**config.mk**
```make
export PLATFORM = sky130hd
export DESIGN_NAME = pipe_hazard_ctl
export DESIGN_NICKNAME = d
export VERILOG_FILES = /design/src/rtl/pipe_hazard_ctl.sv
export SDC_FILE = /design/constraint.sdc
export NUM_CORES = 1
export LEC_CHECK = 0
export BUFFER_PORTS_ARGS = -buffer_cell sky130_fd_sc_hd__buf_2
export CORE_MARGIN = 1.5
export CORE_UTILIZATION = 23
export CTS_CLUSTER_SIZE = 8
export DETAILED_ROUTE_END_ITERATION = 6
export GPL_TIMING_DRIVEN = 0
export PLACE_DENSITY = 0.45
export SETUP_SLACK_MARGIN = 0.02
export SLEW_MARGIN = 20
export SYNTH_ARGS = -nofsm -noshare
export SYNTH_HDL_FRONTEND = slang
export SYNTH_SLANG_ARGS = --single-unit
```
**constraint.sdc**
```tcl
create_clock -name clk -period 3.1 [get_ports clk]
set_input_delay 0.62 -clock clk [delete_from_list [all_inputs] [get_ports clk]]
set_output_delay 0.62 -clock clk [all_outputs]
set_load 0.02 [all_outputs]
```
**src/rtl/pipe_hazard_ctl.sv**
```systemverilog
// Hazard and sequencing controller for a 5-stage pipe: load-use stalls, jump/halt
// flushes, registered EX forwarding selects, halt drain and saturating perf counters.
module pipe_hazard_ctl #(
  parameter int REG_WORDS    = 32,
  parameter int ADDR_LEFT    = $clog2(REG_WORDS) - 1,
  parameter int DRAIN_CYCLES = 3,
  parameter int CNT_BITS     = 16
) (
  input  logic                clk,
  input  logic                rst,
  input  logic [ADDR_LEFT:0]  r1_addr_s2,
  input  logic [ADDR_LEFT:0]  r2_addr_s2,
  input  logic                r1_used_s2,
  input  logic                r2_used_s2,
  input  logic [ADDR_LEFT:0]  waddr_s3,
  input  logic                rw_s3,
  input  logic                sel_mem_s3,
  input  logic [ADDR_LEFT:0]  waddr_s4,
  input  logic                rw_s4,
  input  logic                jump_s2,
  input  logic                halt_s2,
  input  logic                mem_busy,
  output logic                stall_s1,
  output logic                stall_s2,
  output logic                bubble_s3,
  output logic                freeze,
  output logic                flush_s2,
  output logic [1:0]          fwd_a_s3,
  output logic [1:0]          fwd_b_s3,
  output logic                halted,
  output logic [CNT_BITS-1:0] stall_cnt,
  output logic [CNT_BITS-1:0] flush_cnt
);

  typedef enum logic [1:0] {RUN, DRAIN, HALTED} state_t;

  localparam int DW = $clog2(DRAIN_CYCLES) + 1;

  state_t        state;
  logic [DW-1:0] drain_cnt;
  logic          match1, match2, lu;

  // rw_s3/rw_s4 are active-low write enables; register 0 never carries a hazard.
  assign match1 = r1_used_s2 & (r1_addr_s2 != '0) & ~rw_s3 & (waddr_s3 == r1_addr_s2);
  assign match2 = r2_used_s2 & (r2_addr_s2 != '0) & ~rw_s3 & (waddr_s3 == r2_addr_s2);
  assign lu     = sel_mem_s3 & (match1 | match2);

  function automatic logic [1:0] fwd_sel(input logic [ADDR_LEFT:0] addr, input logic used);
    if (!used || addr == '0)                fwd_sel = 2'b00;
    else if (!rw_s3 && waddr_s3 == addr)    fwd_sel = 2'b01;
    else if (!rw_s4 && waddr_s4 == addr)    fwd_sel = 2'b10;
    else                                    fwd_sel = 2'b00;
  endfunction

  always_comb begin
    // NOTE: every output gets a default first so no path leaves one unassigned (no latch).
    stall_s1  = 1'b0;
    stall_s2  = 1'b0;
    bubble_s3 = 1'b0;
    freeze    = 1'b0;
    flush_s2  = 1'b0;
    if (!rst) begin
      if (mem_busy) begin
        freeze   = 1'b1;
        stall_s1 = 1'b1;
        stall_s2 = 1'b1;
      end else begin
        unique case (state)
          RUN: begin
            if (lu) begin
              stall_s1  = 1'b1;
              stall_s2  = 1'b1;
              bubble_s3 = 1'b1;
            end else if (jump_s2) begin
              flush_s2 = 1'b1;
            end else if (halt_s2) begin
              flush_s2 = 1'b1;
              stall_s1 = 1'b1;
            end
          end
          DRAIN: begin
            stall_s1 = 1'b1;
            flush_s2 = 1'b1;
          end
          HALTED: begin
            stall_s1  = 1'b1;
            stall_s2  = 1'b1;
            bubble_s3 = 1'b1;
          end
          default: ;
        endcase
      end
    end
  end

  // NOTE: sequential state uses non-blocking assignments so every flop samples pre-edge values.
  always_ff @(posedge clk) begin
    if (rst) begin
      state     <= RUN;
      drain_cnt <= '0;
      fwd_a_s3  <= 2'b00;
      fwd_b_s3  <= 2'b00;
      halted    <= 1'b0;
      stall_cnt <= '0;
      flush_cnt <= '0;
    end else if (!freeze) begin
      unique case (state)
        RUN: begin
          if (!lu && !jump_s2 && halt_s2) begin
            state     <= DRAIN;
            drain_cnt <= DW'(DRAIN_CYCLES - 1);
          end
        end
        DRAIN: begin
          if (drain_cnt == '0) begin
            state  <= HALTED;
            halted <= 1'b1;
          end else begin
            drain_cnt <= drain_cnt - DW'(1);
          end
        end
        HALTED: ;
        default: state <= RUN;
      endcase

      // The bubbled slot entering EX has no operands to forward.
      fwd_a_s3 <= bubble_s3 ? 2'b00 : fwd_sel(r1_addr_s2, r1_used_s2);
      fwd_b_s3 <= bubble_s3 ? 2'b00 : fwd_sel(r2_addr_s2, r2_used_s2);

      if (bubble_s3 && stall_cnt != '1) stall_cnt <= stall_cnt + CNT_BITS'(1);
      if (flush_s2  && flush_cnt != '1) flush_cnt <= flush_cnt + CNT_BITS'(1);
    end
  end

endmodule

```
# --- Word-level counts from Yosys, hierarchy flattened ---
# Cells that the tools add are included.
classes:
  n_addsub: 3
  eq_ne: 11
  mux: 33
  n_bitwise: 11
  reduce_logical: 29
op_table:
  columns: ["op", "count"]
  rows:
  - ["$add 16x1->16 const B", 2]
  - ["$ne 16x16->1 const B", 2]
  - ["$eq 5x5->1", 4]
  - ["$mux 2", 10]
  - ["$mux 1", 16]
  - ["$logic_not 5->1", 2]
  - ["$reduce_bool 5->1", 2]
  - ["$logic_and 1x1->1", 8]
  - ["$reduce_and 4->1", 2]
  - ["$and 1x1->1", 7]
  - ["$logic_not 1->1", 6]
  - ["$mux 3", 2]
  - ["$ne 2x2->1 const B", 3]
  - ["$pmux 1 s2", 3]
  - ["$pmux 2 s3", 1]
  - ["$pmux 3 s2", 1]
  - ["$reduce_and 2->1", 2]
  - ["$logic_not 3->1", 1]
  - ["$not 1->1", 3]
  - ["$reduce_and 3->1", 1]
  - ["$sub 3x1->3 const B", 1]
  - ["$eq 2x1->1 const B", 1]
  - ["$eq 2x2->1 const B", 1]
  - ["$logic_not 2->1", 1]
  - ["other kinds (4)", 5]
word_totals:
  register_bits: 42
  in_bits: 30
  output_inout_bits: 42
  wordCells: 94

# --- Depth between registers and ports, before layout ---
# Gate-level depths: netlist (run 1).
depth:
  ltp_word: 12
  ltp_mapped: 11
  depth_no_buf: 9

# --- Least setup slack after synthesis (run 1) ---
# No wires, ideal clock.
synth_timing:
  kind: "input -> output"
  from: "input port r1_addr_s2[1]"
  to: "output port stall_s2"
  arrival_ns: 2.307
  path_slack_ns: 0.173
  path_stages: 7
  path_cell_list: "xnor2_1 > nand4_1 > or4_4 > a211oi_4 > buf_6 > nor2_1 > a21oi_1"
synth_via:
  elab_chain_len: 10
synth_rtl:
  columns: ["element", "line", "text"]
  rows:
  - ["start, declared", "11", "input logic [ADDR_LEFT:0] r1_addr_s2,"]
  - ["$reduce_bool 5->1", "44", "assign match1 = r1_used_s2 & (r1_addr_s2 != '0) & ~rw_s3 & (waddr_s3 == r1_addr_s2);"]
  - ["$and 1x1->1 (2 in a row)", "44", null]
  - ["$and 1x1->1 *", "44", null]
  - ["$or 1x1->1 *", "46", "assign lu = sel_mem_s3 & (match1 | match2);"]
  - ["$and 1x1->1 *", "46", null]
  - ["$mux 1 *", "70", "if (lu) begin"]
  - ["$pmux 1 s2 *", "68", "unique case (state)"]
  - ["$mux 1 *", "63", "if (mem_busy) begin"]
  - ["$mux 1 *", "62", "if (!rst) begin"]
  - ["end, declared", "24", "output logic stall_s2,"]
# Every way passes the cells marked *; elsewhere a longest branch is shown, timed or not.

# --- Worst setup path in the final report (run 1) ---
layout_timing:
  from: "input port waddr_s3[4]"
  to: "output port stall_s2"
layout_via:
  elab_chain_len: 8
layout_rtl:
  columns: ["element", "line", "text"]
  rows:
  - ["start, declared", "15", "input logic [ADDR_LEFT:0] waddr_s3,"]
  - ["$eq 5x5->1 (on tied branches)", "44, 45", null]
  - ["$and 1x1->1 (on tied branches)", "44, 45", null]
  - ["$or 1x1->1 *", "46", null]
  - ["$and 1x1->1 *", "46", null]
  - ["$mux 1 *", "70", null]
  - ["$pmux 1 s2 *", "68", null]
  - ["$mux 1 *", "63", null]
  - ["$mux 1 *", "62", null]
# Marks and branches as above.

==> results of run 1 <==
where the power goes:
group | internal, W | switching [W]
sequential | 0.000555 | 0.0000153
clock | 0.000323 | 0.000212
combinational | 0.000121 | 0.000176
total | 0.000999 | 0.000403
stage by stage:
step	utilization, %	cells
after floorplan	-	302
after global placement	28.9	509
after detailed placement	28.9	509
after CTS	30.4	519
after global routing	31.6	522
final	31.6	522
kinds of logic (layout without fill, tap and decap cells):
| kind of cell | Yosys count | in the layout | share of synthesized area (%) |
|---|---|---|---|
| buf+inv | 21 | 105 | 4.10 |
| mux | 9 | 9 | 3.74 |
| xor+xnor | 27 | 27 | 9.56 |
| compound gates | 68 | 68 | 18.0 |
| flops | 42 | 42 | 34.0 |
| simple gates | 127 | 127 | 26.6 |
| fa+ha+maj | 8 | 8 | 4.05 |
path summary, 6_finish.rpt:
| kind | start | to | cells past startpoint |
|---|---|---|---|
| max | waddr_s3[4] | stall_s2 | 9 |
| min | drain_cnt[2] | drain_cnt[2] | 1 |
| max reg2reg | flush_cnt[0] | flush_cnt[1] | 10 |
| min reg2reg | drain_cnt[2] | drain_cnt[2] | 1 |
cells in the final DEF (no fill, tap or decap), types with 8 or more instances in the layout:
master	n
nand3_1	14
o21ai_0	10
ha_1	8
buf_2	60
inv_1	10
nor3_1	8
xnor2_1	8
buf_4	8
nor2_1	28
buf_6	11
or4_1	8
xor2_1	15
or3_1	10
a21oi_1	24
dfxtp_1	42
nand2_1	26
nand4_1	8
routing by layer:
layer,GRT usage (%),part of all wire (%),vias up
li1,-,-,1280
met1,15.3,44,1175
met2,21.2,47,80
met3,2.98,6.7,8
met4,3.71,1.5,0
met5,0,0,-
area by class of cell:
type	instances	area (sq um)
clock buffers	5	68.8
multi-input cells	239	1580
well taps	136	170
repair buffers	76	450
fillers	1134	7090
plain buffers	10	60.1
flip-flops and latches	42	841
clock inverters	3	68.8
inverters	11	41.3
sequential cells by signal (all words and copies together), names as in the netlist:
| name | cells |
|---|---|
| halted | 1 |
| flush_cnt | 16 |
| drain_cnt | 3 |
| state | 2 |
| stall_cnt | 16 |
| fwd_a_s3 | 2 |
| fwd_b_s3 | 2 |
what timing repair did:
| action | CTS | global route |
|---|---|---|
| setup endpoints to repair | 2 | 3 |
| buffers inserted | 2 | 3 |
| resized for setup | 2 | 27 |
| pin swaps | 1 | 11 |
==> impl_metrics.toml, run 1 <==
[outcome]
status = "completed"

[run]
maxCapViolations = 0

[clock_network]
cts-hold-fix-buffers = 0
numCtsBuffers = 5
clk_path_buf_depth = 2
clockRootBuffer = "clkbuf_8"
cts_tree = "yes"
clk_latency_ps = 290
htree_levels = 2
cts.reportedPaths.clkPinSlew_ps = 90
cts.sinks = 42

[sta]
fin_crit_ps = 3030
min_period_over_period_pct = 97.9
setup_slack_ps = 66.0
hold_viol = 0
fin_hold_ws_ps = 475
clock.fmax_mhz = 330
tightest_slew_ps = 606
fin_skew_ps = 4.43
slew_viol_final = 0
finalSetupViolCount = 0
setup_tns_ps = 0
maxSlewHeadroom_pct = 59.6

[worst_setup_path]
worstSetupPathType = "in2out"
crit_buf_inv = 3
cp_max_fo = 5
cp.arrival_ps = 2410
path_cells = "buf_6 -> xnor2_2 -> nand4_1 -> or4_4 -> a211oi_4 -> buf_6 -> nor2_4 -> a21oi_2 -> buf_6"
critPathLaunchType = "input pin"
cp_slowest_cell = "or4_4"
rrSetupSlack_ps = 550
cpMostUsedCell = "buf_6"
end_kind = "output pin"
cp_slowest_stage_delay_ps = 620
worstPathRequired_ps = 2480
critPathTopFamily = "simple AND/OR/NAND/NOR gates"

[grt]
grt_overflow = 0
grt.total_usage_pct = 12.4
grt_pass1_vias = 2354
antenna_found_initial = 0
grt_max_degree = 15
grt_pass1_wl_um = 11300

[logic_synthesis]
synth_most_common_cell = "dfxtp_1"
syn_area_per_cell_sq_um = 8.19
synth_ff_type = "dfxtp_1"
synth_edf_count = 0
ys_top_cells_by_count = "dfxtp_1, nor2_1, nand2_1"
syn-cell-area_sq_um = 2470
yosysTopAreaCell = "dfxtp_1"
synth.distinct_cells = 47
synth_fp_nets = 340
yosysSeqAreaShare_pct = 34.0
yosys_register_bits = 42
ys_warn_count = 0
synth_top_area_share_pct = 34.0
synth.area.top_cells = "dfxtp_1, xor2_1, a21oi_1"
synthCells = 302
async_flop_share_pct = 0

[die]
initial_core_util_pct = 23.8
top_level_ports = 72
dieHeight_um = 107
core_region_area_sq_um = 10400
dieArea_sq_um = 11400
die_x_um = 107
row_count = 37

[drt]
first_pass_iters = 4
drtIter0Drc = 124
postRouteAntennaNets = 0
drc = 0
wl_per_cell_um = 13.7
vias = 2543
avgViaCountPerCell = 4.87
finalWirelength_um = 7140

[placed_design]
hpwl_um = 5380
dp_worst_setup_slack_ps = -143
place_area_sq_um = 3000
io_buffer_count = 71
gp_congestion = 0.780

[pwr]
power.leakage_nw = 1.32
p_per_area_nw_per_um2 = 427
ir_worst_vdd_mv = 0.177
finalPower_w = 0.00140

[layout]
area_delta_synth_final_pct = 32.6
final_nets = 423
drive_gt1_share_pct = 26.7
antennaDiodeCount = 0
final_cell_area_sq_um = 3280

[worst_hold_path]
min_path_type = "reg2reg"
No activity file was read; power rests on OpenSTA's default activity.
==> run 2, diff against run 1 <==
--- a/config.mk
+++ b/config.mk
@@ -11,7 +11,7 @@
 export CTS_CLUSTER_SIZE = 8
 export DETAILED_ROUTE_END_ITERATION = 6
 export GPL_TIMING_DRIVEN = 0
-export PLACE_DENSITY = 0.45
+export PLACE_DENSITY = 0.47
 export SETUP_SLACK_MARGIN = 0.02
 export SLEW_MARGIN = 20
 export SYNTH_ARGS = -nofsm -noshare
==> constraint.sdc (replaced) <==
create_clock -name clk -period 3.9 [get_ports clk]
set_input_delay 0.78 -clock clk [delete_from_list [all_inputs] [get_ports clk]]
set_output_delay 0.78 -clock clk [all_outputs]
set_load 0.02 [all_outputs]
==> run 2 against run 1 <==
Utilization down 1.7 points. Worst setup slack better by 290 ps. Die area unchanged. Clock skew up 4.6 ps. Largest cell class unchanged. Largest power group unchanged.
==> impl_metrics.toml, run 2 (same netlist as run 1, synthesis figures left out) <==
[outcome]
status = "completed"

[placed_design]
hpwl_um = 5390
gp_congestion = 0.822
io_buffer_count = 71
place_area_sq_um = 3000

[drt]
drc = 0
drtIter0Drc = 109
vias = 2442
first_pass_iters = 4
postRouteAntennaNets = 0
wl_per_cell_um = 13.3
avgViaCountPerCell = 4.72
finalWirelength_um = 6890

[worst_setup_path]
r2r_cells = 10
worstPathRequired_ps = 3120
cp_max_fo = 10
worstReg2RegEnd = "flush_cnt[1]"
end_kind = "output pin"
rrSetupSlack_ps = 1430
worstSetupPathType = "in2out"
reg2reg_from = "flush_cnt[1]"
cp.arrival_ps = 2760
critPathLaunchType = "input pin"

[pwr]
p_per_area_nw_per_um2 = 327
power.leakage_nw = 1.24
ir_worst_vdd_mv = 0.139
finalPower_w = 0.00101

[grt]
antenna_found_initial = 0
grt_pass1_wl_um = 11500
grt.total_usage_pct = 12.6
grt_max_degree = 13
grt_pass1_vias = 2336
grt_overflow = 0

[die]
dieHeight_um = 107
dieArea_sq_um = 11400
core_region_area_sq_um = 10400
top_level_ports = 72
row_count = 37
die_x_um = 107
initial_core_util_pct = 23.8

[sta]
rsz0062_at_grt = "false"
tightest_slew_ps = 613
fin_skew_ps = 9.00
fin_crit_ps = 3540
setup_tns_ps = 0
hold_viol = 0
fin_hold_ws_ps = 466
finalSetupViolCount = 0
maxSlewHeadroom_pct = 59.1
slew_viol_final = 0
clock.fmax_mhz = 283
min_period_over_period_pct = 90.7

[clock_network]
post_cts.repair.setup_buffers = 0
clk_path_buf_depth = 2
cts-hold-fix-buffers = 0
htree_levels = 2
cts.reportedPaths.clkPinSlew_ps = 70
clk_latency_ps = 290
clockRootBuffer = "clkbuf_8"
post_cts_resized = 0
cts.sinks = 42
numCtsBuffers = 5
cts_tree = "yes"

[worst_hold_path]
min_path_type = "reg2reg"
whs_endpoint = "drain_cnt[2]"
holdPathStages = 1
worstHoldStart = "drain_cnt[2]"

[layout]
drive_gt1_share_pct = 22.8
final_cell_area_sq_um = 3100
area_delta_synth_final_pct = 25.6
antennaDiodeCount = 0
final_common_cell = "buf_2"
layout_common_cells = "buf_2, dfxtp_1, nor2_1, nand2_1, a21oi_1"
top_regs = "flush_cnt: 16 flops, stall_cnt: 16 flops, drain_cnt: 3 flops"
final_nets = 418

[run]
maxCapViolations = 0
## run 2: where the power goes
group / total [W] / internal [W] / switching [W]
combinational: 0.000219 / 0.0000839 / 0.000135
sequential: 0.000453 / 0.000441 / 0.0000120
clock: 0.000343 / 0.000192 / 0.000151
total: 0.00101 / 0.000717 / 0.000298
## run 2: area by class of cell
type | instances | area, sq um
clock inverter | 1 | 30.0
tap | 136 | 170
buffer | 10 | 60.1
multi-input combinational | 239 | 1530
clock buffer | 7 | 76.3
sequential | 42 | 841
inverter | 11 | 41.3
timing repair buffer | 71 | 355
fill | 1155 | 7270
## run 2: stage by stage
step           cells  utilization [%]  worst slack (ps)
2_1_floorplan    302                -               653
3_3_place_gp     509             28.9               355
3_5_place_dp     509             28.9               334
4_1_cts          517             29.9               333
5_1_grt          517             29.9               180
6_report         517             29.9               361
## run 2: routing by layer
layer  GRT usage, %  up-vias  wire [um]
li1               -     1257          -
met1           16.1     1113       3150
met2           20.7       66       3200
met3           3.77        6        476
met4           3.14        0         66
met5              0        -          0
## run 2: worst max path at each step
stage,startpoint,endpoint,cells past startpoint
2_1_floorplan,r1_addr_s2[1],stall_s2,7
3_3_place_gp,r1_addr_s2[3],stall_s2,9
3_5_place_dp,r1_addr_s2[1],stall_s2,9
4_1_cts,r1_addr_s2[1],stall_s2,9
5_1_grt,r1_addr_s2[0],stall_s2,9
6_report,r1_addr_s2[1],stall_s2,9
## run 2: critical path, stage by stage
cell and delay (ps):
buf_2 120, xnor2_1 150, nand4_1 140, or4_4 560, a211oi_4 320, buf_6 190, nor2_1 110, a21oi_1 180
buf_2 190
